<file path="config.mk">
export PLATFORM = sky130hd
export DESIGN_NAME = gpio_ctrl
export DESIGN_NICKNAME = d
export VERILOG_FILES = /design/src/rtl/gpio_pkg.sv /design/src/rtl/gpio_in_sync.sv /design/src/rtl/gpio_ctrl.sv
export SDC_FILE = /design/constraint.sdc
export NUM_CORES = 1
export LEC_CHECK = 0
export BUFFER_PORTS_ARGS = -buffer_cell sky130_fd_sc_hd__buf_2
export CAP_MARGIN = 25
export CORE_ASPECT_RATIO = 0.9
export CORE_MARGIN = 4
export CORE_UTILIZATION = 45
export CTS_CLUSTER_DIAMETER = 150
export DETAILED_ROUTE_END_ITERATION = 10
export PLACE_DENSITY = 0.67
export SYNTH_ARGS = -nofsm -noshare
export SYNTH_HDL_FRONTEND = slang
export SYNTH_SLANG_ARGS = --single-unit
</file>
<file path="constraint.sdc">
create_clock -name sys_clk -period 1.4 [get_ports sys_clk]
set_input_delay 0.28 -clock sys_clk [delete_from_list [all_inputs] [get_ports sys_clk]]
set_output_delay 0.28 -clock sys_clk [all_outputs]
set_load 0.01 [all_outputs]
</file>
<file path="src/rtl/gpio_pkg.sv">
// gpio_pkg: register map, bus FSM state type and width limit shared by gpio_ctrl.
// Addresses 6/7 are decoded only when GPIO_ATOMIC_SETCLR_EN is defined.
package gpio_pkg;

    localparam int GPIO_MAX_WIDTH = 32;

    localparam int GPIO_ADDR_DATA_OUT   = 0;
    localparam int GPIO_ADDR_OE         = 1;
    localparam int GPIO_ADDR_DATA_IN    = 2;
    localparam int GPIO_ADDR_IRQ_EN     = 3;
    localparam int GPIO_ADDR_IRQ_TYPE   = 4;
    localparam int GPIO_ADDR_IRQ_STATUS = 5;
    localparam int GPIO_ADDR_DATA_SET   = 6;
    localparam int GPIO_ADDR_DATA_CLR   = 7;

    typedef enum logic [1:0] {
        IDLE,
        ACCESS,
        ACK
    } gpio_ctrl_state_t;

endpackage

</file>
<file path="src/rtl/gpio_in_sync.sv">
// gpio_in_sync: 2-flop synchronizer for asynchronous pad inputs plus a history
// flop used to detect rising and falling edges on the synchronized value.
module gpio_in_sync
    import gpio_pkg::*;
#(
    parameter int WIDTH = GPIO_MAX_WIDTH
) (
    input  logic             sys_clk,
    input  logic             sys_rst,
    input  logic [WIDTH-1:0] i_data,
    output logic [WIDTH-1:0] o_sync,
    output logic [WIDTH-1:0] o_rise,
    output logic [WIDTH-1:0] o_fall
);

    logic [WIDTH-1:0] r_meta;
    logic [WIDTH-1:0] r_sync;
    logic [WIDTH-1:0] r_prev;

    always_ff @(posedge sys_clk) begin
        if (sys_rst) begin
            r_meta <= '0;
            r_sync <= '0;
            r_prev <= '0;
        end else begin
            r_meta <= i_data;
            r_sync <= r_meta;
            r_prev <= r_sync;
        end
    end

    assign o_sync = r_sync;
    assign o_rise = r_sync & ~r_prev;
    assign o_fall = ~r_sync & r_prev;

endmodule

</file>
<file path="src/rtl/gpio_ctrl.sv">
// gpio_ctrl: req/ack register-mapped GPIO controller with synchronized readback
// and per-pin edge interrupts. Define GPIO_ATOMIC_SETCLR_EN for DATA_SET/DATA_CLR.
module gpio_ctrl
    import gpio_pkg::*;
#(
    parameter int WIDTH  = 32,
    parameter int ADDR_W = 4
) (
    input  logic              sys_clk,
    input  logic              sys_rst,
    input  logic              bus_req,
    input  logic              bus_we,
    input  logic [ADDR_W-1:0] bus_addr,
    input  logic [31:0]       bus_wdata,
    output logic [31:0]       bus_rdata,
    output logic              bus_ack,
    output logic              bus_err,
    output logic [WIDTH-1:0]  gpio_data_out,
    output logic [WIDTH-1:0]  gpio_oe,
    input  logic [WIDTH-1:0]  gpio_data_in,
    output logic              irq
);

    gpio_ctrl_state_t r_state;
    gpio_ctrl_state_t w_state_nxt;

    logic [WIDTH-1:0] r_dout;
    logic [WIDTH-1:0] r_oe;
    logic [WIDTH-1:0] r_en;
    logic [WIDTH-1:0] r_type;
    logic [WIDTH-1:0] r_status;
    logic [31:0]      r_rdata;
    logic             r_ack;
    logic             r_err;
    logic             r_irq;

    logic [WIDTH-1:0] w_sync;
    logic [WIDTH-1:0] w_rise;
    logic [WIDTH-1:0] w_fall;
    logic [WIDTH-1:0] w_edge;
    logic [WIDTH-1:0] w_wdata;
    logic [WIDTH-1:0] w_dout_nxt;
    logic [WIDTH-1:0] w_w1c;
    logic [31:0]      w_rd_val;
    logic             w_access;
    logic             w_wr;
    logic             w_mapped;
    logic             w_sel_dout;
    logic             w_sel_oe;
    logic             w_sel_din;
    logic             w_sel_en;
    logic             w_sel_type;
    logic             w_sel_status;

    gpio_in_sync #(.WIDTH(WIDTH)) u_in_sync (
        .sys_clk (sys_clk),
        .sys_rst (sys_rst),
        .i_data  (gpio_data_in),
        .o_sync  (w_sync),
        .o_rise  (w_rise),
        .o_fall  (w_fall)
    );

    assign w_sel_dout   = bus_addr == ADDR_W'(GPIO_ADDR_DATA_OUT);
    assign w_sel_oe     = bus_addr == ADDR_W'(GPIO_ADDR_OE);
    assign w_sel_din    = bus_addr == ADDR_W'(GPIO_ADDR_DATA_IN);
    assign w_sel_en     = bus_addr == ADDR_W'(GPIO_ADDR_IRQ_EN);
    assign w_sel_type   = bus_addr == ADDR_W'(GPIO_ADDR_IRQ_TYPE);
    assign w_sel_status = bus_addr == ADDR_W'(GPIO_ADDR_IRQ_STATUS);

    assign w_access = r_state == ACCESS;
    assign w_wr     = w_access && bus_we;
    assign w_wdata  = bus_wdata[WIDTH-1:0];
    assign w_w1c    = (w_wr && w_sel_status) ? w_wdata : '0;
    assign w_edge   = (r_type & w_rise) | (~r_type & w_fall);

`ifdef GPIO_ATOMIC_SETCLR_EN
    logic w_sel_set;
    logic w_sel_clr;
    assign w_sel_set  = bus_addr == ADDR_W'(GPIO_ADDR_DATA_SET);
    assign w_sel_clr  = bus_addr == ADDR_W'(GPIO_ADDR_DATA_CLR);
    assign w_mapped   = w_sel_dout | w_sel_oe | w_sel_din | w_sel_en | w_sel_type
                      | w_sel_status | w_sel_set | w_sel_clr;
    assign w_dout_nxt = w_sel_dout ? w_wdata :
                        w_sel_set  ? (r_dout | w_wdata) :
                        w_sel_clr  ? (r_dout & ~w_wdata) : r_dout;
`else
    assign w_mapped   = w_sel_dout | w_sel_oe | w_sel_din | w_sel_en | w_sel_type
                      | w_sel_status;
    assign w_dout_nxt = w_sel_dout ? w_wdata : r_dout;
`endif

    // Write-only and unmapped addresses fall through to zero.
    always_comb begin
        w_rd_val = w_sel_dout   ? GPIO_MAX_WIDTH'(r_dout)   :
                   w_sel_oe     ? GPIO_MAX_WIDTH'(r_oe)     :
                   w_sel_din    ? GPIO_MAX_WIDTH'(w_sync)   :
                   w_sel_en     ? GPIO_MAX_WIDTH'(r_en)     :
                   w_sel_type   ? GPIO_MAX_WIDTH'(r_type)   :
                   w_sel_status ? GPIO_MAX_WIDTH'(r_status) : '0;
    end

    always_comb begin
        w_state_nxt = r_state;
        case (r_state)
            IDLE:    w_state_nxt = bus_req ? ACCESS : IDLE;
            ACCESS:  w_state_nxt = ACK;
            ACK:     w_state_nxt = bus_req ? ACK : IDLE;
            default: w_state_nxt = IDLE;
        endcase
    end

    always_ff @(posedge sys_clk) begin
        if (sys_rst) begin
            r_state <= IDLE;
            r_ack   <= 1'b0;
            r_err   <= 1'b0;
            r_rdata <= '0;
        end else begin
            r_state <= w_state_nxt;
            r_ack   <= (r_state == ACK) && bus_req;
            if (w_access) begin
                r_err   <= !w_mapped;
                r_rdata <= bus_we ? '0 : w_rd_val;
            end else if (r_state == ACK && !bus_req) begin
                r_err   <= 1'b0;
                r_rdata <= '0;
            end
        end
    end

    // A new edge in the same cycle as a W1C of that bit keeps the bit set.
    always_ff @(posedge sys_clk) begin
        if (sys_rst) begin
            r_dout   <= '0;
            r_oe     <= '0;
            r_en     <= '0;
            r_type   <= '0;
            r_status <= '0;
            r_irq    <= 1'b0;
        end else begin
            if (w_wr) r_dout <= w_dout_nxt;
            if (w_wr && w_sel_oe) r_oe <= w_wdata;
            if (w_wr && w_sel_en) r_en <= w_wdata;
            if (w_wr && w_sel_type) r_type <= w_wdata;
            r_status <= (r_status & ~w_w1c) | (w_edge & r_en);
            r_irq    <= |(r_status & r_en);
        end
    end

    assign bus_ack       = r_ack;
    assign bus_err       = r_err & r_ack;
    assign bus_rdata     = r_rdata;
    assign gpio_data_out = r_dout;
    assign gpio_oe       = r_oe;
    assign irq           = r_irq;

endmodule

</file>
==> run metrics <==
Final Worst Setup Slack=-0.06739 ns; Hold WC Path Type=input pin to flop; CP peak stage delay=0.34 ns; Inserted Diodes=0; EDFF count, synth=0; Sink Count=293; routed len/inst=20.89 um; final cell count without fillers=1,943; placed cells=1,842; Worst Skew=0.01552 ns; Fin. Hold Viols=0; Slew @ Worst Pin=~0.43 ns; Initial DRT Pass Iterations=8; Max IR drop VDD=0.9171 mV; total gr overflow=0; DRT iter0 DRCs=1,280; final worst path period share=1.048; Worst Setup Start Kind=flop; Final min period=1.467 ns; worst hold slack=0.01663 ns; largest net degree at the start of global routing=74; initial antenna violation count=1; Slowest cell on crit path=dfxtp_2; Avg Inst Size Synth=9.270 sq um; via count=between 10k and 15k; Detail Route Antenna Nets=0; post-synthesis net count=1,405; leak pwr=6.229 nW; Via density=5.911; Ys Warns=0; wire length of the first global-routing pass=62.80 mm; Mapped Cells=1,333; Top Family by Delay on Critical Path=buffers and inverters; GP Congestion=~0.87; fin area=16,120 sq um; critical path arrival=1.89 ns; clock-pin slew on the worst setup and hold paths=roughly 0.06 ns; Die Ht=165.2 um; core area=27,030 sq um; Slew headroom=0.7152; CTS Buf Count=30; Nets=1,639; final wirelength=roughly 41 mm; GRT Overall Usage=0.2567; Setup WS pre-CTS=-0.4023 ns; Synth cell types=44; initial core utilization=0.4572; pwr dens=1138 nW/um^2; asr flop ratio synth=0; row cnt=57; CTS root buffer=clkbuf_16; status=complete, but fails checks; setup TNS=-0.6637 ns; htree depth=1; port buffer count=between 150 and 200; DP Wirelength=25.76 mm; critical path peak fanout=12; Placed Area=14,220 sq um; die area=approximately 30,000 sq um; RSZ-0062 raised after global routing=yes; crit path cell chain=nand4b_1 > buf_6 > bufbuf_16 > o21ai_0 > a21oi_1; CP Capture Type=flop; maximum buffer depth of the clock tree=3; # setup viols final=39; share of cells above drive strength 1=0.3103; Skew-Pair Late Insertion Delay=0.56 ns; final slew viol count=0; #FFs+latches synth=293; flop-to-flop setup slack=-0.07 ns; failing checks=setup timing; area delta synth->final=30.49%; post-synthesis sequential area ratio=0.4747; Syn Std Cell Area=12,360 sq um; Fmax achieved=681.5 MHz; I/O pin total=171; drc violations=0; worst path bufs/invs=2; Req. time, crit path=1.83 ns; Die Wd=182.7 um; CTS tree=built; vias in the first global route=10.94k; Setup CP Type=flop to flop; ys flop type=dfxtp_1; max_cap viols=0
worst reg2reg max path, stage by stage, from the launching register on:
cell and delay (ns):
dfxtp_2 0.34, nand4b_1 0.20, buf_6 0.17, bufbuf_16 0.30
o21ai_0 0.21, a21oi_1 0.12
placed cells by master (no fill, tap or decap), types with 42 or more instances in the layout:
cell / instances
mux2_2: 56
nand3_1: 127
a21oi_1: 135
buf_2: 166
nor2b_1: 98
nand2b_1: 42
o21ai_1: 91
dfxtp_1: 270
buf_4: 82
o21ai_0: 74
synth_stat cells (all sizes together), types with 2 or more instances:
cell type	count	share of area
a21oi	152	0.062
buf	73	0.036
or3b	2	0.0014
nand3	128	0.052
nor2b	98	0.050
and3b	23	0.016
a22oi	16	0.0097
a222oi	32	0.026
nand2	12	0.0036
a31o	10	0.0071
a311oi	10	0.0071
dfxtp	293	0.47
nand2b	42	0.021
mux2	64	0.058
nor4bb	2	0.0016
o22ai	10	0.0051
o2bb2ai	32	0.023
inv	33	0.010
nand4	4	0.0020
nor3b	25	0.015
nor2	2	0.00061
clkbuf	53	0.016
o21ai	182	0.074
o31ai	22	0.016
worst paths after layout:
check | from | endpoint | cells past startpoint
hold reg to reg | u_in_sync.r_meta[1]$_SDFF_PP0_ | u_in_sync.o_sync[1]$_SDFF_PP0_ | 1
setup / recovery | r_state[1]$_SDFF_PP0_ | r_en[25]$_SDFFE_PP0P_ | 5
hold / removal | bus_req | bus_ack$_SDFF_PP0_ | 2
setup reg to reg | r_state[1]$_SDFF_PP0_ | r_en[25]$_SDFFE_PP0P_ | 5
sequential cells by signal, summed over array words and instances, names as in the netlist, 2 cells and up:
signal,flops
r_state,2
gpio_oe,32
r_status,32
r_type,32
u_in_sync.r_meta,32
u_in_sync.r_prev,32
r_en,32
bus_rdata,32
gpio_data_out,32
u_in_sync.o_sync,32
cells by family after synthesis:
| family | count (synthesis) | share of synthesized area |
|---|---|---|
| simple gates | 348 | 0.1729 |
| mux | 64 | 0.05832 |
| compound gates | 469 | 0.2315 |
| buf+inv | 159 | 0.06258 |
| flops | 293 | 0.4747 |
metrics by stage:
| stage | util | power, W |
|---|---|---|
| after floorplan | - | 0.009376 |
| after global placement | 0.5262 | 0.009998 |
| after detailed placement | 0.5262 | 0.01001 |
| after CTS | 0.5846 | 0.01837 |
| after global routing | 0.5965 | 0.01891 |
| final | 0.5965 | 0.01835 |
power breakdown:
| group | total (W) | switching, W | internal, W |
|---|---|---|---|
| clock | 0.00832 | 0.00332 | 0.00499 |
| sequential | 0.00855 | 0.0000812 | 0.00847 |
| combinational | 0.00148 | 0.000843 | 0.000640 |
layout make-up:
class | count | area, sq um
Timing Repair Buffer | 328 | 2663
Sequential cell | 293 | 5897
Multi-Input combinational cell | 881 | 5976
Inverter | 33 | 123.9
Clock buffer | 44 | 864.6
Tap cell | 354 | 442.9
Clock inverter | 10 | 157.7
Fill cell | 2320 | 10910
layer usage:
layer,vias to the layer above,part of all wire,global-route usage,wire [um]
li1,5346,-,-,-
met1,5575,0.45,0.3571,18140
met2,480,0.45,0.4051,18310
met4,0,0.029,0.08834,1180
met5,-,0,0,0
met3,84,0.073,0.04468,2957
timing repair:
item,CTS,global route
pin swaps,6,6
setup endpoints to repair,88,129
gates cloned,4,3
hold endpoints to repair,32,0
setup buffers,8,1
hold buffers,32,0
gates resized for setup,26,110
Note: power is estimated with default switching activity, not from simulation.
